## src/rtl/lr35902_oam_port_if.sv

```systemverilog
// OAM bus bundle: CPU window (FE00-FE9F), OAM DMA write port and PPU read port.
// The slave modport is the OAM responder; the master modport is the agent side.
// No flow control: every strobe is serviced in the cycle it is presented.
interface lr35902_oam_port_if;
  // CPU bus decoder side
  logic [7:0] cpu_adr;
  logic [7:0] cpu_din;
  logic [7:0] cpu_dout;
  logic       cpu_read;
  logic       cpu_write;
  logic       cpu_blocked;
  // OAM DMA engine side
  logic       dma_active;
  logic [7:0] dma_adr;
  logic [7:0] dma_din;
  logic       dma_write;
  // PPU side
  logic       ppu_lock;
  logic [7:0] ppu_adr;
  logic       ppu_read;
  logic [7:0] ppu_dout;

  modport slave (
    input  cpu_adr, cpu_din, cpu_read, cpu_write,
    input  dma_active, dma_adr, dma_din, dma_write,
    input  ppu_lock, ppu_adr, ppu_read,
    output cpu_dout, ppu_dout, cpu_blocked
  );

  modport master (
    output cpu_adr, cpu_din, cpu_read, cpu_write,
    output dma_active, dma_adr, dma_din, dma_write,
    output ppu_lock, ppu_adr, ppu_read,
    input  cpu_dout, ppu_dout, cpu_blocked
  );
endinterface

```

## src/rtl/lr35902_oam_port.sv

```systemverilog
// OAM responder: owns the SIZE-byte object attribute memory, arbitrates DMA / PPU / CPU.
// Latency: writes land at the clock edge; cpu_dout / ppu_dout are registered, 1 cycle after the strobe.
// No backpressure: a blocked CPU access is ignored (reads return OPEN_BUS), cpu_blocked flags it.
//
// Ports:
//   clk, reset : system clock, asynchronous active-high reset
//   bus        : lr35902_oam_port_if.slave
//                cpu_adr/cpu_din/cpu_read/cpu_write -> cpu_dout, cpu_blocked
//                dma_active/dma_adr/dma_din/dma_write (write-only, highest priority)
//                ppu_lock/ppu_adr/ppu_read -> ppu_dout
module lr35902_oam_port #(
  parameter int         SIZE     = 160,
  parameter logic [7:0] OPEN_BUS = 8'hff
) (
  input  logic              clk,
  input  logic              reset,
  lr35902_oam_port_if.slave bus
);

  localparam logic [8:0] SIZE_W = 9'(SIZE);

  typedef enum logic [1:0] {
    OWN_FREE,
    OWN_DMA,
    OWN_PPU,
    OWN_GUARD
  } owner_e;

  owner_e     owner_q;

  // Storage is deliberately not reset.
  logic [7:0] mem [SIZE];

  // CPU write tracking: the strobe is a level, the commit happens on its
  // falling edge with the address/data/blocked state of the last high cycle.
  logic       wr_q;
  logic [7:0] wr_adr_q;
  logic [7:0] wr_din_q;
  logic       wr_blk_q;

  logic [7:0] cpu_dout_q, cpu_dout_d;
  logic [7:0] ppu_dout_q, ppu_dout_d;

  logic       cpu_blocked;
  logic       dma_map, ppu_map, cpu_map, wr_map;
  logic       dma_hit;
  logic       cpu_commit;
  logic [7:0] ppu_fwd, cpu_fwd;

  // Address decode: anything at or above SIZE is unmapped.
  always_comb begin
    dma_map = ({1'b0, bus.dma_adr}  < SIZE_W);
    ppu_map = ({1'b0, bus.ppu_adr}  < SIZE_W);
    cpu_map = ({1'b0, bus.cpu_adr}  < SIZE_W);
    wr_map  = ({1'b0, wr_adr_q}     < SIZE_W);
  end

  // Blocking reacts to the request inputs in the same cycle; the owner term
  // keeps the CPU out for the hand-over cycles after a request drops.
  assign cpu_blocked = (owner_q != OWN_FREE) || bus.dma_active || bus.ppu_lock;

  // DMA writes are honoured in every owner state, even with dma_active low.
  assign dma_hit = bus.dma_write && dma_map;

  // A DMA write to the same byte in the commit cycle wins over the CPU.
  assign cpu_commit = wr_q && !bus.cpu_write && !wr_blk_q && wr_map &&
                      !(dma_hit && (bus.dma_adr == wr_adr_q));

  // Write-first read paths: a read of the byte being written this cycle
  // returns the new data. The two write ports never target the same byte.
  always_comb begin
    ppu_fwd = mem[bus.ppu_adr];
    if (dma_hit && (bus.dma_adr == bus.ppu_adr)) begin
      ppu_fwd = bus.dma_din;
    end else if (cpu_commit && (wr_adr_q == bus.ppu_adr)) begin
      ppu_fwd = wr_din_q;
    end
  end

  always_comb begin
    cpu_fwd = mem[bus.cpu_adr];
    if (dma_hit && (bus.dma_adr == bus.cpu_adr)) begin
      cpu_fwd = bus.dma_din;
    end else if (cpu_commit && (wr_adr_q == bus.cpu_adr)) begin
      cpu_fwd = wr_din_q;
    end
  end

  always_comb begin
    cpu_dout_d = cpu_dout_q;
    if (bus.cpu_read) begin
      cpu_dout_d = (cpu_blocked || !cpu_map) ? OPEN_BUS : cpu_fwd;
    end
  end

  always_comb begin
    ppu_dout_d = ppu_dout_q;
    if (bus.ppu_read) begin
      ppu_dout_d = ppu_map ? ppu_fwd : 8'h00;
    end
  end

  // Owner state machine. DMA always wins; leaving DMA straight into a pending
  // PPU lock skips the guard cycle.
  always_ff @(posedge clk or posedge reset) begin
    if (reset) begin
      owner_q <= OWN_FREE;
    end else begin
      case (owner_q)
        OWN_FREE: begin
          if (bus.dma_active)    owner_q <= OWN_DMA;
          else if (bus.ppu_lock) owner_q <= OWN_PPU;
        end
        OWN_DMA: begin
          if (!bus.dma_active) owner_q <= bus.ppu_lock ? OWN_PPU : OWN_GUARD;
        end
        OWN_PPU: begin
          if (bus.dma_active)     owner_q <= OWN_DMA;
          else if (!bus.ppu_lock) owner_q <= OWN_GUARD;
        end
        OWN_GUARD: begin
          if (bus.dma_active)    owner_q <= OWN_DMA;
          else if (bus.ppu_lock) owner_q <= OWN_PPU;
          else                   owner_q <= OWN_FREE;
        end
        default: owner_q <= OWN_FREE;
      endcase
    end
  end

  // CPU write capture and registered read data.
  always_ff @(posedge clk or posedge reset) begin
    if (reset) begin
      wr_q       <= 1'b0;
      wr_adr_q   <= 8'h00;
      wr_din_q   <= 8'h00;
      wr_blk_q   <= 1'b0;
      cpu_dout_q <= 8'hff;
      ppu_dout_q <= 8'hff;
    end else begin
      wr_q <= bus.cpu_write;
      if (bus.cpu_write) begin
        wr_adr_q <= bus.cpu_adr;
        wr_din_q <= bus.cpu_din;
        wr_blk_q <= cpu_blocked;
      end
      cpu_dout_q <= cpu_dout_d;
      ppu_dout_q <= ppu_dout_d;
    end
  end

  always_ff @(posedge clk) begin
    if (cpu_commit) mem[wr_adr_q]    <= wr_din_q;
    if (dma_hit)    mem[bus.dma_adr] <= bus.dma_din;
  end

  assign bus.cpu_dout    = cpu_dout_q;
  assign bus.ppu_dout    = ppu_dout_q;
  assign bus.cpu_blocked = cpu_blocked;

endmodule

```

## src/flat_wrapper.sv

```systemverilog
// flat-port wrapper written by rule: the top's interface ports become plain ports
module lr35902_oam_port_flat 
#(
  parameter int         SIZE     = 160,
  parameter logic [7:0] OPEN_BUS = 8'hff
)
  (clk, reset, bus_cpu_adr, bus_cpu_din, bus_cpu_read, bus_cpu_write, bus_dma_active, bus_dma_adr, bus_dma_din, bus_dma_write, bus_ppu_lock, bus_ppu_adr, bus_ppu_read, bus_cpu_dout, bus_ppu_dout, bus_cpu_blocked);
  lr35902_oam_port_if bus_i ();
  input  logic clk;
  input  logic reset;
  input wire logic [$bits(bus_i.cpu_adr)-1:0] bus_cpu_adr;
  input wire logic [$bits(bus_i.cpu_din)-1:0] bus_cpu_din;
  input wire logic [$bits(bus_i.cpu_read)-1:0] bus_cpu_read;
  input wire logic [$bits(bus_i.cpu_write)-1:0] bus_cpu_write;
  input wire logic [$bits(bus_i.dma_active)-1:0] bus_dma_active;
  input wire logic [$bits(bus_i.dma_adr)-1:0] bus_dma_adr;
  input wire logic [$bits(bus_i.dma_din)-1:0] bus_dma_din;
  input wire logic [$bits(bus_i.dma_write)-1:0] bus_dma_write;
  input wire logic [$bits(bus_i.ppu_lock)-1:0] bus_ppu_lock;
  input wire logic [$bits(bus_i.ppu_adr)-1:0] bus_ppu_adr;
  input wire logic [$bits(bus_i.ppu_read)-1:0] bus_ppu_read;
  output wire logic [$bits(bus_i.cpu_dout)-1:0] bus_cpu_dout;
  output wire logic [$bits(bus_i.ppu_dout)-1:0] bus_ppu_dout;
  output wire logic [$bits(bus_i.cpu_blocked)-1:0] bus_cpu_blocked;
  assign bus_i.cpu_adr = bus_cpu_adr;
  assign bus_i.cpu_din = bus_cpu_din;
  assign bus_i.cpu_read = bus_cpu_read;
  assign bus_i.cpu_write = bus_cpu_write;
  assign bus_i.dma_active = bus_dma_active;
  assign bus_i.dma_adr = bus_dma_adr;
  assign bus_i.dma_din = bus_dma_din;
  assign bus_i.dma_write = bus_dma_write;
  assign bus_i.ppu_lock = bus_ppu_lock;
  assign bus_i.ppu_adr = bus_ppu_adr;
  assign bus_i.ppu_read = bus_ppu_read;
  assign bus_cpu_dout = bus_i.cpu_dout;
  assign bus_ppu_dout = bus_i.ppu_dout;
  assign bus_cpu_blocked = bus_i.cpu_blocked;
  lr35902_oam_port #(.SIZE(SIZE), .OPEN_BUS(OPEN_BUS)) u_core (.clk(clk), .reset(reset), .bus(bus_i));
endmodule
```

## config.mk

```make
export PLATFORM = sky130hd
export DESIGN_NAME = lr35902_oam_port_flat
export DESIGN_NICKNAME = d
export VERILOG_FILES = /design/src/rtl/lr35902_oam_port_if.sv /design/src/rtl/lr35902_oam_port.sv /design/src/flat_wrapper.sv
export SDC_FILE = /design/constraint.sdc
export NUM_CORES = 2
export LEC_CHECK = 0
export ABC_CLOCK_PERIOD_IN_PS = 5150
export CELL_PAD_IN_SITES_DETAIL_PLACEMENT = 0
export CELL_PAD_IN_SITES_GLOBAL_PLACEMENT = 1
export CORE_MARGIN = 8
export CORE_UTILIZATION = 45
export DETAILED_ROUTE_END_ITERATION = 10
export DONT_BUFFER_PORTS = 1
export GPL_ROUTABILITY_DRIVEN = 0
export PLACE_DENSITY = 0.75
export REMOVE_ABC_BUFFERS = 1
export SYNTH_ARGS = -nofsm -noshare
export SYNTH_HDL_FRONTEND = slang
export SYNTH_SLANG_ARGS = --single-unit
```

## constraint.sdc

```tcl
create_clock -name clk -period 5.15 [get_ports clk]
set_input_delay 0.7725 -clock clk [delete_from_list [all_inputs] [get_ports clk]]
set_output_delay 0.7725 -clock clk [all_outputs]
set_load 0.03 [all_outputs]
```

==> flow_summary.json <==
{
  "status": "finished, violations left",
  "violations": "capacitance limit, slew limit",
  "dr.first_iter.drc_count": 9529,
  "rsz0062_at_grt": "no",
  "wl_per_cell_um": 40.97,
  "rr_startpoint": "u_core.wr_adr_q[5]",
  "seq_area_frac_synth_pct": 49.91,
  "crit_family": "simple AND/OR/NAND/NOR gates",
  "final_antenna_net_count": 0,
  "power_mw": 25.58,
  "yosysTopAreaCellShare_pct": 48.74,
  "synth_edf_count": 1280,
  "grt_pass1_wl_mm": 420.8,
  "worstPathArrival_ns": 4.41,
  "synth_area_leader_cell": "edfxtp_1",
  "synthSimpleGateAreaFrac_pct": 3.533,
  "syn2layout_area_growth_pct": 8.493,
  "grt_max_degree": 398,
  "path_buf_inv": 1,
  "startpoint": "u_core.wr_adr_q[5]",
  "whs_ns": 0.03031,
  "fmax_ghz": 0.2517,
  "critical_path_class": "flip-flop to flip-flop",
  "end_kind": "flip-flop",
  "synth_area_leaders": "edfxtp_1 49%, mux2_2 19%, mux4_2 16%, mux2i_1 2.3%, clkbuf_1 1.8%",
  "worstPathCellList": "o21ai_0 -> and4bb_2 -> o31ai_4 -> nor3b_1 -> nand2_1 -> buf_4 -> o21ai_0",
  "fin_tns_setup_ns": 0,
  "setup-violations-final": 0,
  "placed_cells": 7159,
  "worst-endpoint-required_ns": 5.59,
  "yosysUniqueCellTypes": 74,
  "syn_area_mm2": 0.07886,
  "crit_top_cell": "o21ai_0",
  "syn_avg_cell_area_um2": 15.13,
  "routed_wl_mm": 305.5,
  "dp_slack_ns": 1.263,
  "drc": 0,
  "drt_first_pass_iters": 6,
  "place.detailed.hpwl_mm": 190.0,
  "cts.clk_slew.worst_paths_ns": 0.05,
  "layout_setup_ws_ns": 1.176,
  "slew_violations": 279,
  "drive_gt1_share_pct": 46.83,
  "timing.max_cap.violations": 1,
  "start_util_pct": 45.32,
  "power_density_mw_per_mm2": 299.0,
  "synth.area.mux_share_pct": 37.26,
  "fin_skew_ns": 0.03948,
  "slowest_stage": "o21ai_0",
  "max-slew-margin-rel_pct": -21.27,
  "rows": 153,
  "synthArstFlopShare_pct": 2.736,
  "synth_xor_area_share_pct": 0.4553,
  "layoutNonFillerInstCount": 7456,
  "clock_latency_ns": 0.85,
  "leakage_nw": 27.30,
  "synth_compound_area_share_pct": 5.345,
  "hp-class": "primary input to asynchronous set/reset pin",
  "worstPathMaxFanout": 10,
  "period_share_pct": 77.16,
  "hold_viol_final": 0,
  "port-buffer-count": 0,
  "synth.ff_latch_count": 1316,
  "vias_per_cell": 7.348,
  "critPathMaxStageDelay_ns": 0.83,
  "track_usage_pct": 31.34,
  "vias": 54788,
  "synth_cells": 5214,
  "vdd_drop_max_uv": 254.5,
  "root_buffer": "clkbuf_16",
  "fin_crit_ns": 3.974,
  "grt_overflow": 0,
  "cts_buffer_depth": 3,
  "core_area_mm2": 0.1740,
  "die_h_um": 434.6,
  "yosysMostFrequentCell": "mux2_2",
  "worst_setup_path_start_kind": "flip-flop",
  "synth_commonest_cells": "1,298 x mux2_2, 1,280 x edfxtp_1, 572 x mux4_2, 377 x clkbuf_1, 236 x nand2_1",
  "cts_tree": "yes",
  "worst_pin_slew_ns": 1.819,
  "grt_pass1_vias": 52341,
  "fp.dieW_um": 434.6,
  "antenna_found_initial": 21,
  "cts_sinks": 1316,
  "synth_adder_area_share_pct": 0,
  "synthFlopType": "edfxtp_1",
  "synth_top_family_by_area": "multiplexers",
  "ios": 65,
  "dieArea_mm2": 0.1889,
  "finalNetCount": 5036,
  "yosys_warnings": 0,
  "numCtsBuffers": 150,
  "htreeDepth": 4
}
==> report_power, final <==
group / internal, mW / total [mW] / leakage [nW] / switching [mW]
Sequential: 12.0 / 12.2 / 11.9 / 0.248
Combinational: 1.43 / 2.79 / 13.1 / 1.36
Clock: 5.85 / 10.6 / 2.29 / 4.74
==> area by class of cell <==
cell class              count  area, um2
diodes                     23      57.56
clock buffers             195       3984
clock inverters            77      690.7
fillers                 14649      88450
inverters                  10      37.54
multi-input cells        3302      36860
flip-flops and latches   1316      39390
well taps                2325       2909
repair buffers            208       1629
==> worst register-to-register path: stages (launching register included) <==
cell      delay, ns
dfrtp_1        0.51
o21ai_0        0.19
and4bb_2       0.30
o31ai_4        0.12
nor3b_1        0.54
nand2_1        0.64
buf_4          0.44
o21ai_0        0.83
==> through the flow <==
step / util [%] / instance area (um2)
global placement: 46.44 / 80810
CTS: 49.14 / 85500
floorplan: - / 76140
global route: 49.14 / 85510
detailed placement: 46.44 / 80810
finish: 49.17 / 85560
==> registers in the layout (all words and copies together), names as in the netlist <==
name                 count
u_core.bus.cpu_dout      8
u_core.wr_blk_q          1
u_core.wr_q              1
u_core.wr_din_q          8
u_core.bus.ppu_dout      8
u_core.mem            1280
u_core.owner_q           2
u_core.wr_adr_q          8
==> cells in the final DEF (no fill, tap or decap), types with 13 or more instances in the layout <==
cell type,instances
a221oi_1,29
nor2b_1,17
nand2b_1,18
nand3_1,55
o221ai_1,26
nor3_1,28
clkinv_1,25
a21oi_1,50
nand4_1,31
clkbuf_16,151
mux2_2,1298
a22oi_1,114
nand2_1,236
o21ai_0,149
dfstp_2,16
a22o_1,24
mux2i_1,183
clkbuf_1,40
nor2_1,85
o22a_1,24
mux4_2,572
edfxtp_1,1280
nor4_1,13
xnor2_1,38
clkinv_2,25
nor2_2,43
diode_2,23
o22ai_1,110
buf_4,201
==> cell families (layout without fill, tap and decap cells) <==
group / Yosys count / after routing
mux: 2055 / 2055
buf+inv: 596 / 490
xor+xnor: 41 / 41
other cells: 0 / 23
flops: 1316 / 1316
compound gates: 617 / 617
simple gates: 589 / 589
==> worst paths after layout <==
| path | to | slack [ns] | depth (start not counted) |
|---|---|---|---|
| worst max-delay path | u_core.mem[54][1] | 1.18 | 7 |
| worst min-delay path | u_core.wr_din_q[6] | 0.03 | 1 |
| worst max register to register | u_core.mem[54][1] | 1.18 | 7 |
| worst min register to register | u_core.wr_blk_q | 0.56 | 2 |
| max in group asynchronous | u_core.wr_din_q[1] | 4.38 | 1 |
| min in group clk | u_core.wr_blk_q | 0.03 | 1 |
==> layer usage <==
metal  track usage (%)  share of wire (%)
met5                 0              0.029
met4             20.06                8.2
met3             10.38                 14
met2             45.49                 43
met1             40.38                 35
==> timing repair <==
action,4_1_cts,5_1_grt
buffers inserted,0,0
endpoints found under the hold margin,2,0
gates resized for setup,0,0
hold buffers,2,0
(Power assumes the default switching activity.)
